<file path="config.mk">
export PLATFORM = sky130hd
export DESIGN_NAME = output_display
export DESIGN_NICKNAME = d
export VERILOG_FILES = /design/src/rtl/display_pkg.sv /design/src/rtl/bin2bcd.sv /design/src/rtl/output_display.sv
export SDC_FILE = /design/constraint.sdc
export NUM_CORES = 1
export LEC_CHECK = 0
export CORE_MARGIN = 2
export CORE_UTILIZATION = 64
export CTS_CLUSTER_SIZE = 28
export DETAILED_ROUTE_END_ITERATION = 10
export PLACE_DENSITY = 0.93
export SYNTH_ARGS = -nofsm -noshare
export SYNTH_HDL_FRONTEND = slang
export SYNTH_HIERARCHICAL = 1
export SYNTH_SLANG_ARGS = --single-unit
export TNS_END_PERCENT = 10
</file>
<file path="constraint.sdc">
create_clock -name clk -period 3.9 [get_ports clk]
set_input_delay 0.78 -clock clk [delete_from_list [all_inputs] [get_ports clk]]
set_output_delay 0.78 -clock clk [all_outputs]
set_load 0.02 [all_outputs]
</file>
<file path="src/rtl/display_pkg.sv">
// Shared definitions for the output display: conversion FSM states,
// seven-segment patterns ({g,f,e,d,c,b,a}, active-high) and the
// double-dabble step used by the BCD converter.
package display_pkg;

  localparam int NUM_DIGITS = 4;

  typedef enum logic [1:0] {
    IDLE  = 2'd0,
    CONV  = 2'd1,
    LATCH = 2'd2
  } conv_state_e;

  localparam logic [6:0] SEG_BLANK = 7'h00;
  localparam logic [6:0] SEG_MINUS = 7'h40;

  localparam logic [6:0] SEG_DIGITS [10] = '{
    7'h3F, 7'h06, 7'h5B, 7'h4F, 7'h66,
    7'h6D, 7'h7D, 7'h07, 7'h7F, 7'h6F
  };

  // Non-decimal nibbles map to blank so a corrupted digit never lights garbage.
  function automatic logic [6:0] digit_to_seg(input logic [3:0] d);
    if (d < 4'd10) return SEG_DIGITS[d];
    return SEG_BLANK;
  endfunction

  // One double-dabble iteration on {bcd[11:0], bin[7:0]}: correct every
  // BCD nibble that would overflow on doubling, then shift left by one.
  function automatic logic [19:0] dabble_step(input logic [19:0] s);
    logic [19:0] a;
    a = s;
    for (int n = 0; n < 3; n++) begin
      if (a[8+4*n +: 4] >= 4'd5) a[8+4*n +: 4] = a[8+4*n +: 4] + 4'd3;
    end
    return {a[18:0], 1'b0};
  endfunction

endpackage

</file>
<file path="src/rtl/bin2bcd.sv">
// Iterative 8-bit binary to 3-digit BCD converter (double dabble).
// IDLE -> CONV (8 cycles) -> LATCH (1 cycle) -> IDLE. A start pulse in any
// state restarts from the new operand, so an interrupted conversion never
// raises done. Handshake: start is a single-cycle request sampled on the
// clock edge; done is high for exactly the LATCH cycle of an uninterrupted
// conversion and bcd is valid whenever done is high.
module bin2bcd
  import display_pkg::*;
(
  input  logic        clk,
  input  logic        rst,
  input  logic        start,
  input  logic [7:0]  bin,
  output logic [11:0] bcd,
  output logic        busy,
  output logic        done
);

  conv_state_e state_q, state_d;
  logic [19:0] shift_q, shift_d;
  logic [2:0]  iter_q, iter_d;

  // State register
  always_ff @(posedge clk or negedge rst) begin
    if (!rst) state_q <= IDLE;
    else      state_q <= state_d;
  end

  // Next-state logic; start always wins so the last write is converted
  always_comb begin
    state_d = state_q;
    if (start) begin
      state_d = CONV;
    end else begin
      case (state_q)
        IDLE:    state_d = IDLE;
        CONV:    if (iter_q == 3'd7) state_d = LATCH;
        LATCH:   state_d = IDLE;
        default: state_d = IDLE;
      endcase
    end
  end

  // Shift register and iteration counter
  always_ff @(posedge clk or negedge rst) begin
    if (!rst) begin
      shift_q <= '0;
      iter_q  <= '0;
    end else begin
      shift_q <= shift_d;
      iter_q  <= iter_d;
    end
  end

  // Datapath next values: load operand on start, one dabble step per CONV cycle
  always_comb begin
    shift_d = shift_q;
    iter_d  = iter_q;
    if (start) begin
      shift_d = {12'd0, bin};
      iter_d  = 3'd0;
    end else if (state_q == CONV) begin
      shift_d = dabble_step(shift_q);
      iter_d  = iter_q + 3'd1;
    end
  end

  // Status outputs decoded from state
  always_comb begin
    busy = (state_q != IDLE);
    done = (state_q == LATCH) && !start;
    bcd  = shift_q[19:8];
  end

endmodule

</file>
<file path="src/rtl/output_display.sv">
// CPU output register with 4-digit multiplexed seven-segment driver.
// A load captures the bus byte, bin2bcd converts it, and the result is
// copied into the display registers when conversion completes. Digits are
// scanned round-robin, SCAN_DIV clocks each, with leading-zero blanking.
// Optional build macro SIGNED_DISPLAY_EN adds a signed_mode input: negative
// bytes are shown as magnitude with a minus sign on the leftmost digit.
module output_display
  import display_pkg::*;
#(
  parameter int SCAN_DIV   = 1000,
  parameter bit SEG_ACT_LO = 1'b1
) (
  input  logic       clk,
  input  logic       rst,
  input  logic [7:0] data_in,
  input  logic       load,
`ifdef SIGNED_DISPLAY_EN
  input  logic       signed_mode,
`endif
  output logic [6:0] seg,
  output logic [3:0] dig_en,
  output logic       busy
);

  localparam int CNT_W = (SCAN_DIV > 1) ? $clog2(SCAN_DIV) : 1;
  localparam int IDX_W = $clog2(NUM_DIGITS);
  localparam logic [6:0]            SEG_OFF = SEG_ACT_LO ? 7'h7F : 7'h00;
  localparam logic [NUM_DIGITS-1:0] DIG_OFF = SEG_ACT_LO ? '1 : '0;

  logic [7:0]       out_reg_q, out_reg_d;
  logic             neg_d, neg_cur;
  logic [7:0]       conv_bin;
  logic [11:0]      conv_bcd;
  logic             conv_done;
  logic [11:0]      disp_bcd_q;
  logic             disp_neg_q;
  logic [CNT_W-1:0] scan_cnt_q;
  logic [IDX_W-1:0] dig_idx_q;
  logic [6:0]       seg_q, seg_d, pat;
  logic [NUM_DIGITS-1:0] dig_en_q, dig_en_d, onehot;

  // Output register follows the bus only while OI is asserted
  always_comb out_reg_d = load ? data_in : out_reg_q;

  always_ff @(posedge clk or negedge rst) begin
    if (!rst) out_reg_q <= '0;
    else      out_reg_q <= out_reg_d;
  end

`ifdef SIGNED_DISPLAY_EN
  logic mode_q, mode_d;

  // Signed mode is sampled together with the data byte
  always_comb mode_d = load ? signed_mode : mode_q;

  always_ff @(posedge clk or negedge rst) begin
    if (!rst) mode_q <= 1'b0;
    else      mode_q <= mode_d;
  end

  // neg_d describes the byte entering conversion, neg_cur the one held
  always_comb begin
    neg_d   = mode_d & out_reg_d[7];
    neg_cur = mode_q & out_reg_q[7];
  end
`else
  // Unsigned build: never negative
  always_comb begin
    neg_d   = 1'b0;
    neg_cur = 1'b0;
  end
`endif

  // Magnitude fed to the converter; -128 wraps to 8'h80, which is 128
  always_comb conv_bin = neg_d ? (8'd0 - out_reg_d) : out_reg_d;

  bin2bcd u_bin2bcd (
    .clk   (clk),
    .rst   (rst),
    .start (load),
    .bin   (conv_bin),
    .bcd   (conv_bcd),
    .busy  (busy),
    .done  (conv_done)
  );

  // Display registers change only on a completed, uninterrupted conversion
  always_ff @(posedge clk or negedge rst) begin
    if (!rst) begin
      disp_bcd_q <= '0;
      disp_neg_q <= 1'b0;
    end else if (conv_done) begin
      disp_bcd_q <= conv_bcd;
      disp_neg_q <= neg_cur;
    end
  end

  // Free-running scan counter; digit index advances on counter wrap
  always_ff @(posedge clk or negedge rst) begin
    if (!rst) begin
      scan_cnt_q <= '0;
      dig_idx_q  <= '0;
    end else if (scan_cnt_q == CNT_W'(SCAN_DIV - 1)) begin
      scan_cnt_q <= '0;
      dig_idx_q  <= dig_idx_q + IDX_W'(1);
    end else begin
      scan_cnt_q <= scan_cnt_q + CNT_W'(1);
    end
  end

  // Segment pattern for the selected digit with leading-zero blanking
  always_comb begin
    pat = SEG_BLANK;
    case (dig_idx_q)
      2'd0: pat = digit_to_seg(disp_bcd_q[3:0]);
      2'd1: if (disp_bcd_q[11:4] != 8'd0) pat = digit_to_seg(disp_bcd_q[7:4]);
      2'd2: if (disp_bcd_q[11:8] != 4'd0) pat = digit_to_seg(disp_bcd_q[11:8]);
      2'd3: if (disp_neg_q) pat = SEG_MINUS;
      default: pat = SEG_BLANK;
    endcase
    onehot   = {{(NUM_DIGITS-1){1'b0}}, 1'b1} << dig_idx_q;
    seg_d    = SEG_ACT_LO ? ~pat : pat;
    dig_en_d = SEG_ACT_LO ? ~onehot : onehot;
  end

  // Registered pin drivers; all-off while in reset
  always_ff @(posedge clk or negedge rst) begin
    if (!rst) begin
      seg_q    <= SEG_OFF;
      dig_en_q <= DIG_OFF;
    end else begin
      seg_q    <= seg_d;
      dig_en_q <= dig_en_d;
    end
  end

  always_comb begin
    seg    = seg_q;
    dig_en = dig_en_q;
  end

endmodule

</file>
==> out/metrics.csv <==
metric,value,unit
routed wire length,6946,um
Root Driver,clkbuf_8,
RSZ-0062 raised after global routing,no,
number of cells on the critical path,2,
DRT antenna net count,0,
hold buffers post-CTS,0,
post-CTS sizing,0,
site row count,28,
Worst Setup End Kind,output pin,
Yosys top cell by area,dfrtp_1,
Clock Latency Late Sink,0.35,ns
CTS tree,built,
max_slew headroom,0.2804,
ranking of synthesized cells by area,"dfrtp_1 38%, ha_1 9.6%, dfstp_2 7.6%, mux2_2 3.9%, a21oi_1 2.9%",
number of buffer and inverter stages on the critical path,1,
die height,80.97,um
core area,0.005816,sq mm
startpoint types,flop,
r2r setup slk,1.62,ns
DRC,0,
R2R depth,3,
"Max FO, Critical Path",5,
CTS Buf Count,9,
clk_skew,0.005352,ns
Crit path required time,3.12,ns
Nets,402,
f_max,417.2,MHz
hpwl dp,4794,um
"EDFF count, synth",0,
Fin. Hold Viols,0,
register area share after synthesis,0.4525,
FILL cells,430,
top-area cell type share of the netlist area,0.3762,
CP top delay family,buffers and inverters,
H-tree Lvls,3,
Total GRT Usage,0.2370,
Synth Register Bits,68,
IO Port Bufs,22,
top_reg_cell synth,dfrtp_1,
Final setup violation count,0,
PnR worst setup slack,1.503,ns
initial antenna violation count,0,
postcts setup bufs,0,
grt ovf,0,
Max clock buf depth,2,
Min-Delay Path Class,reg2reg,
worst min-delay path startpoint,scan_cnt_q[0],
area grow syn2layout,9.901,%
CP Capture Point,busy,
Critical Path Slowest Stage Cell,clkdlybuf4s50_1,
worst r2r dst,u_bin2bcd/shift_q[17],
synth warn,6,
layout cell share with drive strength beyond 1,0.1635,
Syn Nets,391,
maximum vdd drop,298.4,uV
Post-Route Setup TNS,0,ns
Tmin final,2.397,ns
"Core Util, Final",0.7164,
MaxCap Viol Count,0,
Power Dens Cells,344.4,mW/mm^2
first-pass GRT wire length,11700,um
Max Slew Vio Count,0,
Via Count,2580,
critical path's largest stage delay,0.54,ns
Avg WL per Cell,15.71,um
DRT Pass-1 Iters,4,
Pleak,1.888,nW
worst setup path startpoint,u_bin2bcd/state_q[1],
Async SR Flop Fraction,1.000,
largest net degree at the start of global routing,45,
vias in the first global route,2581,
final period utilization,0.6146,
die area,0.006555,sq mm
Mean Syn Cell Area,10.80,sq um
TritonCTS sink count,68,
WP data arrival,1.62,ns
Inserted Diodes,0,
Die W,80.97,um
IO Pins,23,
crit-path cells,or2_2 -> clkdlybuf4s50_1,
vias per inst,5.837,
Initial DRC Count,143,
Synth Cell Area,0.003791,sq mm
status,"finished, final reports clean",
hold path depth,1,
"Reg clk slew, reported paths",0.07,ns
gpl congestion,0.8787,
Initial Utilization,0.6519,
worst slew pin tran,1.077,ns
worst setup path category,reg2out,
pre-CTS WS,1.345,ns
Reg2Reg Launch Point,u_bin2bcd/state_q[0],
Post-Syn Instances,351,
Cell variety after synth,45,
-- registers in the layout, indices dropped and copies added (netlist names) --
signal             cells
dig_en                 4
dig_idx_q              2
disp_bcd_q            12
out_reg_q              8
scan_cnt_q            10
seg                    7
u_bin2bcd/iter_q       3
u_bin2bcd/shift_q     20
u_bin2bcd/state_q      2
-- worst reg2reg max path, delay by kind of cell (launching register included) --
| family | cells | cell delay, ns |
|---|---|---|
| and+or+nand+nor | 2 | 1.31 |
| AOI/OAI and AO/OA | 1 | 0.45 |
| DFF | 1 | 0.41 |
-- through the flow --
step	power, mW	cells	area [sq um]	hold WS (ns)
2_1_floorplan	0.8383	351	3791	0.4501
3_3_place_gp	0.8663	426	3973	0.4695
3_5_place_dp	0.8734	426	3973	0.4813
4_1_cts	1.444	442	4167	0.4945
5_1_grt	1.490	442	4167	0.5165
6_report	1.435	442	4167	0.4884
-- cell usage after synthesis (2+ instances only) --
library cell  instances
a211o_1               2
ha_1                 29
o21ai_0              11
o21bai_1              2
a22o_1                4
mux2_2               13
nor3_1               12
a211oi_1              3
o22ai_1               5
inv_1                23
a2111oi_2             2
buf_6                 2
a32o_1                5
o31ai_1               3
and3_1                2
nor2_1               25
dfrtp_1              57
a22oi_1               4
nor3b_1               6
buf_4                12
nand2b_1              8
dfstp_2              11
clkbuf_1             10
xor2_1                2
xnor2_1               8
a221o_1               4
nand3_1               4
nor2b_1               3
a21oi_1              22
a31oi_1               2
mux2i_1               9
a2111oi_4             4
nand2_1              19
o32ai_1               2
a21o_1                6
or2_2                 6
-- layout make-up --
class	count	area (sq um)	area share
multi-input cells	235	1839	0.4414
flip-flops and latches	68	1715	0.4117
well taps	75	93.84	0.02252
inverters	23	86.33	0.02072
repair buffers	25	237.7	0.05706
clock buffers	12	145.1	0.03483
clock inverters	4	48.80	0.01171
-- per-layer routing --
layer / GRT usage / vias up / wire, um
li1: - / 1248 / -
met1: 0.2871 / 1254 / 2971
met2: 0.4033 / 59 / 3525
met3: 0.04333 / 19 / 229
met4: 0.1237 / 0 / 220
met5: 0 / - / 0
-- report_power, final --
part / internal, mW / switching, mW
Sequential: 0.733 / 0.0214
Combinational: 0.0482 / 0.0566
Clock: 0.312 / 0.263
-- cells in the final DEF (no fill, tap or decap), types with 3 or more instances in the layout --
cell,count
xnor2_1,8
mux2i_1,9
a221o_1,4
ha_1,29
dfstp_2,11
o31ai_1,3
nor3b_1,5
or2_2,6
o22ai_1,5
clkdlybuf4s50_1,21
a22o_1,4
a2111oi_4,4
nand2b_1,8
nand3_1,4
a21o_1,6
o21ai_0,11
a32o_1,5
dfrtp_1,57
inv_1,23
a211oi_1,3
nand2_1,19
clkbuf_8,10
buf_4,3
a21oi_1,22
mux2_2,13
nor2b_1,3
nor3_1,12
nor2_1,25
a22oi_1,4
-- worst min-delay path by stage --
stage	endpoint	slack (ns)
after floorplan	scan_cnt_q[9]	0.45
after global placement	scan_cnt_q[0]	0.47
after detailed placement	scan_cnt_q[9]	0.48
after CTS	scan_cnt_q[0]	0.49
after global routing	out_reg_q[5]	0.52
final	scan_cnt_q[0]	0.49
-- kinds of logic (layout without fill, tap and decap cells) --
family | after synthesis | in the layout | synth area share
xor gates and xnor gates | 10 | 10 | 0.02310
adders and majority gates | 29 | 29 | 0.09571
and+or+nand+nor | 91 | 91 | 0.1264
muxes | 23 | 23 | 0.06634
buffers and inverters | 48 | 64 | 0.06370
AOI/OAI and AO/OA | 82 | 82 | 0.1723
DFF | 68 | 68 | 0.4525
No activity file was read; power rests on OpenSTA's default activity.
